==> config.mk <==
export PLATFORM = sky130hd
export DESIGN_NAME = pipe_stage_skid
export DESIGN_NICKNAME = d
export VERILOG_FILES = /design/src/rtl/pipe_stage_skid.sv
export SDC_FILE = /design/constraint.sdc
export NUM_CORES = 1
export LEC_CHECK = 0
export BUFFER_PORTS_ARGS = -buffer_cell sky130_fd_sc_hd__buf_2
export CORE_ASPECT_RATIO = 0.8
export CORE_MARGIN = 2
export CORE_UTILIZATION = 45
export DETAILED_ROUTE_END_ITERATION = 16
export GPL_TIMING_DRIVEN = 0
export HOLD_SLACK_MARGIN = 0.05
export PLACE_DENSITY_LB_ADDON = 0.12
export SLEW_MARGIN = 20
export SYNTH_ARGS = -nofsm -noshare
export SYNTH_HDL_FRONTEND = slang
export SYNTH_SLANG_ARGS = --single-unit
==> constraint.sdc <==
create_clock -name clk -period 1.9 [get_ports clk]
set_input_delay 0.57 -clock clk [delete_from_list [all_inputs] [get_ports clk]]
set_output_delay 0.57 -clock clk [all_outputs]
set_load 0.03 [all_outputs]
==> src/rtl/pipe_stage_skid.sv <==
// rtl/pipe_stage_skid.sv - valid/ready pipeline register with 2-entry skid buffer and flush
module pipe_stage_skid #(
    parameter int DATA_W = 32,
    parameter int CTRL_W = 8
) (
    input  logic              clk,
    input  logic              rst,
    input  logic              flush,
    input  logic              in_valid,
    output logic              in_ready,
    input  logic [DATA_W-1:0] in_data,
    input  logic [CTRL_W-1:0] in_ctrl,
    output logic              out_valid,
    input  logic              out_ready,
    output logic [DATA_W-1:0] out_data,
    output logic [CTRL_W-1:0] out_ctrl,
    output logic [1:0]        occupancy
);

    // EMPTY: nothing held; ONE: main live; FULL: main and skid live
    typedef enum logic [1:0] {
        ST_EMPTY = 2'd0,
        ST_ONE   = 2'd1,
        ST_FULL  = 2'd2
    } state_e;

    state_e              state_q, state_d;
    logic [DATA_W-1:0]   main_data_q, main_data_d;
    logic [CTRL_W-1:0]   main_ctrl_q, main_ctrl_d;
    logic [DATA_W-1:0]   skid_data_q, skid_data_d;
    logic [CTRL_W-1:0]   skid_ctrl_q, skid_ctrl_d;
    logic                in_ready_q, in_ready_d;
    logic                out_valid_q, out_valid_d;
    logic [1:0]          occupancy_q, occupancy_d;

    logic                fire_in;
    logic                fire_out;

    // Handshakes are formed only from registered flags, so in_ready never
    // sees out_ready combinationally.
    assign fire_in  = in_valid & in_ready_q;
    assign fire_out = out_valid_q & out_ready;

    // Next-state, storage moves and registered status flags
    always_comb begin
        state_d     = state_q;
        main_data_d = main_data_q;
        main_ctrl_d = main_ctrl_q;
        skid_data_d = skid_data_q;
        skid_ctrl_d = skid_ctrl_q;

        if (flush) begin
            // Kill everything; the same-cycle input is dropped, not accepted.
            state_d = ST_EMPTY;
        end else begin
            case (state_q)
                ST_EMPTY: begin
                    if (fire_in) begin
                        main_data_d = in_data;
                        main_ctrl_d = in_ctrl;
                        state_d     = ST_ONE;
                    end
                end
                ST_ONE: begin
                    if (fire_in && fire_out) begin
                        main_data_d = in_data;
                        main_ctrl_d = in_ctrl;
                    end else if (fire_in) begin
                        // Downstream stalled: park the younger word in the skid.
                        skid_data_d = in_data;
                        skid_ctrl_d = in_ctrl;
                        state_d     = ST_FULL;
                    end else if (fire_out) begin
                        state_d = ST_EMPTY;
                    end
                end
                ST_FULL: begin
                    if (fire_out) begin
                        main_data_d = skid_data_q;
                        main_ctrl_d = skid_ctrl_q;
                        state_d     = ST_ONE;
                    end
                end
                default: state_d = ST_EMPTY;
            endcase
        end

        in_ready_d  = (state_d != ST_FULL);
        out_valid_d = (state_d != ST_EMPTY);
        case (state_d)
            ST_ONE:  occupancy_d = 2'd1;
            ST_FULL: occupancy_d = 2'd2;
            default: occupancy_d = 2'd0;
        endcase
    end

    // State and payload registers; reset discards every entry at once
    always_ff @(posedge clk or negedge rst) begin
        if (!rst) begin
            state_q     <= ST_EMPTY;
            main_data_q <= '0;
            main_ctrl_q <= '0;
            skid_data_q <= '0;
            skid_ctrl_q <= '0;
            in_ready_q  <= 1'b1;
            out_valid_q <= 1'b0;
            occupancy_q <= 2'd0;
        end else begin
            state_q     <= state_d;
            main_data_q <= main_data_d;
            main_ctrl_q <= main_ctrl_d;
            skid_data_q <= skid_data_d;
            skid_ctrl_q <= skid_ctrl_d;
            in_ready_q  <= in_ready_d;
            out_valid_q <= out_valid_d;
            occupancy_q <= occupancy_d;
        end
    end

    assign in_ready  = in_ready_q;
    assign out_valid = out_valid_q;
    assign out_data  = main_data_q;
    // A bubble must decode as a NOP downstream, whatever main_ctrl still holds.
    assign out_ctrl  = out_valid_q ? main_ctrl_q : '0;
    assign occupancy = occupancy_q;

endmodule

==> out/qor.csv <==
metric,value,unit
outcome,"finished, final reports clean",
die area,9430,sq um
setup_tns,0,ns
Die H,87.3,um
core region area,8450,sq um
number of hold violations in the final report,0,
drt via density,5.05,
Global Route Usage Sum,16.3,%
Post-synth EDFFs,0,
reg-to-reg critical path endpoint,out_data[12]$_DFFE_PN0P_,
"Max FO, Critical Path",10,
Post-Synth Simple-Gate Area,3.02,%
Mapped Area,3900,sq um
synthesized area per cell,15.6,sq um
Post-Synth Adder-Cell Area,0,%
Synth Area in Compound Gates,2.95,%
clk_lat worst skew,0.34,ns
"FFs w/ async S/R, synth",100,%
"Req. time, crit path",2.12,ns
most frequent CP cell,buf_6,
Register Area,2150,sq um
ys flop type,dfrtp_1,
CP cell instances,buf_4 -> a2bb2oi_1 -> a2111oi_4 -> buf_6 -> buf_6 -> mux2_2,
Startpoint Class,flop,
fin nets,396,
# hold bufs at CTS,0,
#FFs+latches synth,86,
IO buf count,87,
1st-iter DRT viols,53,
Critical Path Max Stage Delay,0.37,ns
largest net degree at the start of global routing,52,
WP data arrival,2.06,ns
GRT Residual Overflow,0,
largest family of logic cells by synthesized area,multiplexers,
FF-to-FF setup slack,0.06,ns
n_diodes,0,
detailed placer's ending HPWL,4940,um
Highest Clock Rate,544,MHz
mux cell area share after synthesis,35.6,%
Area growth syn-to-layout,21.5,%
Residual DRC,0,
Routability Congestion,0.786,
crit path time final,1.84,ns
Post-Route WL,7110,um
TritonCTS clock tree,done,
Worst-path clk slew,0.08,ns
syn_nets,295,
clock root buffer,clkbuf_8,
unrepaired setup endpoints after global routing,yes,
first-pass GRT wire length,11600,um
fraction of layout cells with a size suffix above 1,68.2,%
crit end category,flop,
PwrDens,1270,nW/um^2
"worst slack, placed",-0.159,ns
Sink Count,86,
fraction of synthesized cell area in xor and xnor cells,0,%
Syn Inst Count,250,
worst hold path type,in -> async,
Max Cap Violations,0,
leakage,2.16,nW
Post-DP Area,4500,sq um
YS warnings,0,
clk buf depth,2,
CP max-delay cell,dfrtp_1,
Final Cell Area,4740,sq um
TritonCTS Buffers,9,
I/O pin count,89,
Max Slew Vio Count,0,
maximum VDD drop,719,uV
worst r2r path cells,6,
fin crit share,96.7,%
Max H-tree Level,3,
Hold Slack,0.245,ns
RR Startpoint,state_q[1]$_DFF_PN0_,
placed insts,450,
final setup fails,0,
fillers,746,
initial antenna violation count,0,
routed length per placed instance,15.2,um
fraction of the yosys area taken by sequential cells,55.2,%
vias in the first global route,2369,
Std-Cell Rows,30,
die width,108,um
non-filler instance count after layout,467,
Slew @ Worst Pin,0.656,ns
Clock Skew,0.00656,ns
DRT Pass-1 Iters,4,
Netlist cell types,24,
Vias,2359,
setup ws final,0.0628,ns
WS Path Type,reg -> reg,
Rel. slew slack,56.3,%
Final ANT Viol Nets,0,
Initial Utilization,46.2,%
area of the multi-input gates,1620,sq um
==> what timing repair did <==
| action | CTS | global route |
|---|---|---|
| gates resized for setup | 2 | 5 |
| pin swaps | 1 | 0 |
| setup endpoints to repair | 48 | 27 |
| gates cloned | 0 | 0 |
| setup buffers | 2 | 0 |
==> placed cells by master (no fill, tap or decap) <==
cell type,n
buf_12,1
dfrtp_1,85
clkbuf_4,2
dfstp_2,1
a21bo_2,1
nand2_1,3
a21o_1,1
clkbuf_8,9
nor2b_1,1
a31oi_1,1
clkinv_2,1
and4bb_2,1
buf_6,6
a21oi_1,4
mux2_2,110
clkbuf_1,3
bufinv_16,2
a221oi_1,2
a2111oi_4,1
nor4_4,1
and2_1,8
a221o_1,1
or2b_1,1
and3b_1,1
buf_8,3
a2bb2oi_1,1
buf_4,3
o21bai_1,1
clkinvlp_4,1
mux2_4,10
buf_2,89
==> power by group <==
part / switching (mW) / internal [mW]
Sequential: 0.293 / 2.48
Combinational: 0.991 / 0.906
Clock: 0.607 / 0.733
Total: 1.89 / 4.12
==> flip-flops by register name, summed over array words and instances (netlist names) <==
signal / count
out_data: 32
skid_data_q: 32
main_ctrl_q: 8
skid_ctrl_q: 8
occupancy: 2
state_q: 2
in_ready: 1
out_valid: 1
==> area by class of cell <==
type,count,share of cell area (%)
sequential,86,45.4
timing repair buffer,90,10.1
clock buffer,11,2.77
clock inverter,4,1.53
multi-input combinational,149,34.2
buffer,15,3.01
tap,112,2.96
==> kinds of logic after synthesis <==
logic type,count (synthesis)
AOI/OAI and AO/OA,13
buffers and inverters,15
DFF,86
muxes,120
and+or+nand+nor,16
==> critical path, delay by kind of cell, from the launching register on <==
family,cells,cell delay [ns]
AOI/OAI and AO/OA,2,0.50
DFF,1,0.37
muxes,1,0.34
buffers and inverters,3,0.51
==> worst max path at each step <==
stage                              start                          to  cells after the start  slack (ns)
detailed placement              in_valid  main_ctrl_q[7]$_DFFE_PN0P_                      5       -0.16
floorplan             in_ready$_DFF_PN1_  main_ctrl_q[0]$_DFFE_PN0P_                      4        0.02
finish              state_q[1]$_DFF_PN0_    out_data[12]$_DFFE_PN0P_                      6        0.06
global placement                     rst     out_data[8]$_DFFE_PN0P_                      1       -0.55
global route        state_q[1]$_DFF_PN0_     out_data[8]$_DFFE_PN0P_                      5      -0.009
CTS                 state_q[1]$_DFF_PN0_    out_data[18]$_DFFE_PN0P_                      6        0.05
==> Yosys cell counts, types with 2 or more instances <==
master | instances | area share (%)
mux2_2 | 110 | 32
dfrtp_1 | 85 | 55
mux2_4 | 10 | 3.8
and2_1 | 8 | 1.3
buf_6 | 8 | 2.3
a21oi_1 | 4 | 0.51
buf_2 | 4 | 0.51
nand2_1 | 3 | 0.29
a221oi_1 | 2 | 0.45
clkbuf_1 | 2 | 0.19
==> per-stage QoR <==
stage / power, mW / utilization, %
floorplan: 4.17 / -
global placement: 4.65 / 53.0
detailed placement: 4.72 / 53.3
CTS: 6.09 / 55.9
global route: 6.37 / 56.1
finish: 6.01 / 56.1
==> metal layers <==
metal	vias up	GRT usage (%)	share of wire (%)
met4	0	3.96	0.89
li1	1111	-	-
met1	1181	21.8	45
met5	-	0	0
met3	6	6.36	7.0
met2	61	25.0	47
Note: power is estimated with default switching activity, not from simulation.
